`config.mk`:
```
export PLATFORM = sky130hd
export DESIGN_NAME = sample_mixer
export DESIGN_NICKNAME = d
export VERILOG_FILES = /design/src/rtl/sample_mixer_pkg.sv /design/src/rtl/sample_voice.sv /design/src/rtl/sample_mixer.sv
export SDC_FILE = /design/constraint.sdc
export NUM_CORES = 1
export LEC_CHECK = 0
export ABC_CLOCK_PERIOD_IN_PS = 7900
export CAP_MARGIN = 25
export CORE_ASPECT_RATIO = 1.2
export CORE_MARGIN = 4
export CORE_UTILIZATION = 35
export DETAILED_ROUTE_END_ITERATION = 10
export GPL_ROUTABILITY_DRIVEN = 0
export SLEW_MARGIN = 5
export SYNTH_ARGS = -nofsm -noshare
export SYNTH_HDL_FRONTEND = slang
export SYNTH_SLANG_ARGS = --single-unit
```
`constraint.sdc`:
```
create_clock -name clk -period 7.9 [get_ports clk]
set_clock_uncertainty 0.1 [all_clocks]
set_input_delay 1.58 -clock clk [delete_from_list [all_inputs] [get_ports clk]]
set_output_delay 1.58 -clock clk [all_outputs]
set_load 0.01 [all_outputs]
```
`src/rtl/sample_mixer_pkg.sv`:
```
// Shared types and helpers for the sample_mixer playback engine.
// Holds the voice state enum, the clog2 helper, the mix-width constant and the saturator.
package sample_mixer_pkg;

  typedef enum logic {
    V_IDLE = 1'b0,
    V_PLAY = 1'b1
  } voice_state_t;

  function automatic int clog2(input int value);
    int r;
    r = 0;
    while ((1 << r) < value) r++;
    return r;
  endfunction

  localparam int NUM_VOICES_DEF = 4;
  localparam int DATA_W_DEF     = 8;
  // Sum width that can never wrap: one sample width plus one bit per voice doubling.
  localparam int MIX_W          = DATA_W_DEF + clog2(NUM_VOICES_DEF);

  // Clamp a signed value to the range of a signed width-bit word.
  function automatic logic signed [31:0] saturate(input logic signed [31:0] value,
                                                  input int                 width);
    logic signed [31:0] hi;
    logic signed [31:0] lo;
    hi = (32'sd1 <<< (width - 1)) - 32'sd1;
    lo = -hi - 32'sd1;
    if (value > hi) return hi;
    if (value < lo) return lo;
    return value;
  endfunction

endpackage

```
`src/rtl/sample_voice.sv`:
```
// One playback voice: IDLE/PLAY state machine, sample position counter and the
// registered ROM fetch address for the sample played on the latest tick.
module sample_voice
  import sample_mixer_pkg::*;
#(
  parameter int ADDR_W     = 13,
  parameter int SAMPLE_LEN = 8192
) (
  input  logic              clk,
  input  logic              resetn,
  input  logic              tick,
  input  logic              trig,
  output logic              active,
  output logic [ADDR_W-1:0] addr
);

  localparam logic [ADDR_W-1:0] LAST_POS = ADDR_W'(SAMPLE_LEN - 1);

  voice_state_t      state;
  voice_state_t      state_next;
  logic [ADDR_W-1:0] pos;
  logic [ADDR_W-1:0] pos_next;
  logic [ADDR_W-1:0] addr_next;

  // NOTE: non-blocking assignments in clocked blocks so every register samples
  // the pre-edge values of the others, independent of statement order.
  always_ff @(posedge clk or negedge resetn) begin
    if (!resetn) begin
      state <= V_IDLE;
      pos   <= '0;
      addr  <= '0;
    end else begin
      state <= state_next;
      pos   <= pos_next;
      addr  <= addr_next;
    end
  end

  // pos is the next sample to play; addr latches it on a tick so the mixer sees
  // the sample belonging to that tick, including the last one before IDLE.
  always_comb begin
    // NOTE: every output of this block gets a default first, so no path can
    // leave a variable unassigned and infer a latch.
    state_next = state;
    pos_next   = pos;
    addr_next  = addr;
    if (trig) begin
      state_next = V_PLAY;
      pos_next   = '0;
      addr_next  = '0;
    end else if (state == V_PLAY && tick) begin
      addr_next = pos;
      if (pos == LAST_POS) begin
        state_next = V_IDLE;
        pos_next   = '0;
      end else begin
        pos_next = pos + 1'b1;
      end
    end
  end

  assign active = (state == V_PLAY);

endmodule

```
`src/rtl/sample_mixer.sv`:
```
// Polyphonic sample playback: NUM_VOICES voices, 3-cycle tick-to-out mix pipeline.
// Optional per-voice shift gain when SAMPLE_MIXER_GAIN_EN is defined.
module sample_mixer
  import sample_mixer_pkg::*;
#(
  parameter int NUM_VOICES = 4,
  parameter int ADDR_W     = 13,
  parameter int DATA_W     = 8,
  parameter int SAMPLE_LEN = 8192
) (
  input  logic                           clk,
  input  logic                           resetn,
  input  logic                           tick,
  input  logic [NUM_VOICES-1:0]          trig,
  input  logic [NUM_VOICES-1:0]          mute,
  output logic [NUM_VOICES*ADDR_W-1:0]   rom_addr,
  input  logic [NUM_VOICES*DATA_W-1:0]   rom_q,
`ifdef SAMPLE_MIXER_GAIN_EN
  input  logic [2*NUM_VOICES-1:0]        gain,
`endif
  output logic [NUM_VOICES-1:0]          active,
  output logic signed [DATA_W-1:0]       out,
  output logic                           out_valid
);

  localparam int SUM_W = DATA_W + clog2(NUM_VOICES);

  logic                    tick_d1;
  logic                    tick_d2;
  logic [NUM_VOICES-1:0]   act_d1;
  logic [NUM_VOICES-1:0]   act_d2;
  logic signed [SUM_W-1:0] mix_sum;
  logic signed [DATA_W-1:0] voice_sample;
  logic [1:0]              voice_shift;
  logic signed [DATA_W-1:0] mix_sat;

  for (genvar v = 0; v < NUM_VOICES; v++) begin : g_voice
    sample_voice #(
      .ADDR_W    (ADDR_W),
      .SAMPLE_LEN(SAMPLE_LEN)
    ) u_voice (
      .clk   (clk),
      .resetn(resetn),
      .tick  (tick),
      .trig  (trig[v]),
      .active(active[v]),
      .addr  (rom_addr[v*ADDR_W +: ADDR_W])
    );
  end

  // The active mask is captured before the tick takes effect, so a voice that
  // ends on this tick still contributes its final sample.
  always_ff @(posedge clk or negedge resetn) begin
    if (!resetn) begin
      tick_d1 <= 1'b0;
      tick_d2 <= 1'b0;
      act_d1  <= '0;
      act_d2  <= '0;
    end else begin
      tick_d1 <= tick;
      tick_d2 <= tick_d1;
      act_d1  <= tick ? active : '0;
      act_d2  <= act_d1;
    end
  end

  always_comb begin
    mix_sum      = '0;
    voice_sample = '0;
    voice_shift  = '0;
    for (int v = 0; v < NUM_VOICES; v++) begin
      voice_sample = rom_q[v*DATA_W +: DATA_W];
`ifdef SAMPLE_MIXER_GAIN_EN
      voice_shift = gain[2*v +: 2];
`else
      voice_shift = 2'd0;
`endif
      if (act_d2[v] && !mute[v]) begin
        mix_sum = mix_sum + SUM_W'(voice_sample >>> voice_shift);
      end
    end
  end

  assign mix_sat = DATA_W'(saturate(32'(mix_sum), DATA_W));

  always_ff @(posedge clk or negedge resetn) begin
    if (!resetn) begin
      out       <= '0;
      out_valid <= 1'b0;
    end else begin
      out_valid <= tick_d2;
      if (tick_d2) out <= mix_sat;
    end
  end

endmodule

```
==> impl_results.md <==
- Status: complete, no violations
- Synthesized area: 7010 sq um
- Inserted Clock Buffers: 17
- Placed wire-length estimate: 12200 microns
- Initial antenna violation count: 0
- Critical path launch point: mute[0]
- Register area: 3180 sq um
- Fmax: 0.145 GHz
- Post-Synth Simple-Gate Area: 21.1%
- Power density over cell area: 199 nW/um^2
- Post-synthesis cell count: 790
- Yosys warning count: 0
- Setup crit end kind: register
- H-tree Lvls: 4
- Net count, final: 966
- GRT Overall Usage: 15.6%
- Share of cells above drive strength 1: 5.43%
- R2r setup slk: 2.22 ns
- Row Count: 56
- Hold_ws: 0.245 ns
- Crit path time final: 6.87 ns
- Area delta synth->final: 26.8%
- I/O pins: 108
- Port buffer count: 107
- Multi-input combinational cell area: 3620 sq um
- DR vias: 5778
- Ys async rst share: 100%
- Vias in the first global route: 5801
- Largest net degree at the start of global routing: 71
- Via/cell ratio: 4.96
- FF-to-FF path depth: 27
- CP Data Arrival Time: 7.10 ns
- Slack of the critical path: 1.03 ns
- Xor/xnor share of the synthesized area: 6.37%
- Crit Path Max Fanout: 9
- Total gr overflow: 0
- Antenna cell count: 0
- Synth Flop Type: dfrtp_1
- Core Box Area: 19600 sq um
- Worst hold path type: register to register
- CTS sink count: 127
- Max clock buf depth: 2
- Post-synth EDFFs: 0
- Leak pwr: 3.72 nW
- Root buffer cell: clkbuf_16
- First-pass GRT wire length: 28300 microns
- Setup bufs post-CTS: 0
- Post-CTS resize count: 0
- Post-placement setup slack: 0.586 ns
- Max-slew violations: 0
- Post-DRT Antenna Nets: 0
- Post-CTS Hold Buffers: 0
- Main combinational cell family by area after synthesis: simple AND/OR/NAND/NOR gates
- # Max-Cap Violations: 0
- Synth Area in Compound Gates: 16.3%
- Critical path startpoint category: input port
- Fill count: 1975
- DR WL/cell: 14.4 microns
- Clk slew on worst S/H paths: 0.06 ns
- Die X: 137 microns
- Final Core Density: 45.3%
- Synth cell types: 59
- Initial drt markers: 143
- Critical Path RT: 8.13 ns
- Synth Area per Inst: 8.87 sq um
- Adder-Cell Fraction of Synth Area: 6.21%
- Yosys reg bits: 127
- Syn nets: 866
- Worst-Skew Late Latency: 0.41 ns
- Setup Viol. Count Final: 0
- Slew HR: 37.7%
- Setup TNS: 0 ns
- Sequential area share after synthesis: 45.3%
- Die Y: 163 microns
- Final Non-Filler Cells: 1164
- Dpl cells: 1132
- DRT Wirelength: 16800 microns
- Setup crit end: out[2]
- Pre-antenna DRT Iters: 4
- Final Hold Vio Count: 0
- Mux share of post-synthesis cell area: 1.59%
- Die ar.: 22400 sq um
- Initial Util: 35.7%
- RSZ-0062 raised after global routing: false
- CP Class: input port to register
- Slew @ Worst Pin: 0.933 ns
- Fin crit share: 87.0%
- Worst r2r dst: out[2]
- DR DRC count: 0
- TritonCTS clock tree: built
- Worst vdd ir: 0.123 mV
- R2R Path Start: act_d2[0]
[synth_stat cells, drive strengths merged (5+ instances only)]
cell      n  area (sq um)
mux2      6          71.3
nand4     5          31.3
a211oi    9          67.6
xor2     32           280
xnor2    19           166
nor2b    13          88.8
nand2   159           597
nand3b    5          37.5
or3       7          43.8
nand2b    7          43.8
nand3    19          95.1
o31ai     9          86.3
clkbuf   23          86.3
dfrtp   127          3180
o22ai     7          43.8
a21o     12          90.1
buf       5          33.8
and2     10          62.6
a21oi    79           399
ha       30           375
o221ai    5          43.8
nor2     75           282
inv      24          90.1
o21ai    35           175
and3      8          50.1
nor3     14          70.1
o21bai    5          37.5
[through the flow]
step	power (mW)	area, sq um
after CTS	1.79	8890
after floorplan	0.885	7010
after detailed placement	1.00	8300
after global placement	1.00	8300
after global routing	1.85	8890
final	1.76	8890
[power breakdown]
group	leakage [nW]	switching [mW]	total [mW]	internal [mW]
Sequential	1.71	0.0210	0.697	0.676
Combinational	1.74	0.161	0.292	0.131
Clock	0.273	0.307	0.775	0.468
[flip-flops by register name (all words and copies together) (netlist names)]
signal,cells
tick_d2,1
g_voice.u_voice.active,4
out,8
out_valid,1
g_voice.u_voice.addr,52
g_voice.u_voice.pos,52
act_d2,4
act_d1,4
tick_d1,1
[worst max-delay path: stages]
cell	delay, ns
clkdlybuf4s50_1	0.43
nor2b_1	0.42
nand2_1	0.15
inv_1	0.08
ha_1	0.20
inv_1	0.07
fa_1	0.39
nor2b_1	0.19
nor3_1	0.07
o21ai_1	0.15
xnor2_1	0.13
o21ai_1	0.10
ha_1	0.36
o21a_1	0.13
o31a_1	0.23
o21a_1	0.13
nor2_1	0.04
xnor2_1	0.13
mux2_2	0.28
ha_1	0.33
a21o_1	0.21
a21oi_1	0.14
o221ai_1	0.11
a211oi_1	0.35
nor2_1	0.07
mux2i_1	0.26
o31ai_4	0.17
o22ai_1	0.19
[layout by cell type (no fill, tap or decap), drive strengths merged, types with 3 or more instances in the layout]
cell and instances:
inv 29, nand2 159, clkinvlp 5, o21a 4, or3 7, o21ai 35
o22ai 7, and2 10, nor2b 13, or2 3, clkbuf 17, nor2 75
o31ai 9, mux2 6, nand4 5, a21oi 79, o211ai 4, and3 8
o221ai 5, nand2b 7, xor2 32, fa 3, nor3 14, a21o 12
dfrtp 127, xnor2 19, a211oi 9, nand3 19, clkdlybuf4s50 106, o21bai 5
mux2i 4, ha 30, clkinv 4, nand3b 5, buf 3, nor4 4
[cells by family after synthesis]
kind of cell	Yosys count
adders and majority gates	33
and+or+nand+nor	333
AOI/OAI and AO/OA	183
xor gates and xnor gates	51
muxes	10
DFF	127
buffers and inverters	53
[cell type report]
type	count	area share, %
multi-input combinational	610	40.7
timing repair buffer	109	12.2
sequential	127	35.8
inverter	25	1.06
tap	261	3.67
clock inverter	15	1.80
clock buffer	17	4.79
[per-layer routing]
metal | global-route usage [%] | wire length (microns) | part of all wire, %
met1 | 20.2 | 7590 | 45
met2 | 26.3 | 8220 | 49
met3 | 3.34 | 815 | 4.8
met4 | 4.08 | 192 | 1.1
met5 | 0 | 0 | 0
[worst min-delay path by stage]
stage / start / endpoint / slack, ns / depth (start not counted)
2_1_floorplan: act_d1[0] / act_d2[0] / 0.23 / 0
3_3_place_gp: tick_d1 / tick_d2 / 0.23 / 0
3_5_place_dp: act_d1[1] / act_d2[1] / 0.23 / 0
4_1_cts: tick_d1 / tick_d2 / 0.24 / 0
5_1_grt: act_d1[1] / act_d2[1] / 0.25 / 0
6_report: tick_d1 / tick_d2 / 0.24 / 0
No activity file was read; power rests on OpenSTA's default activity.
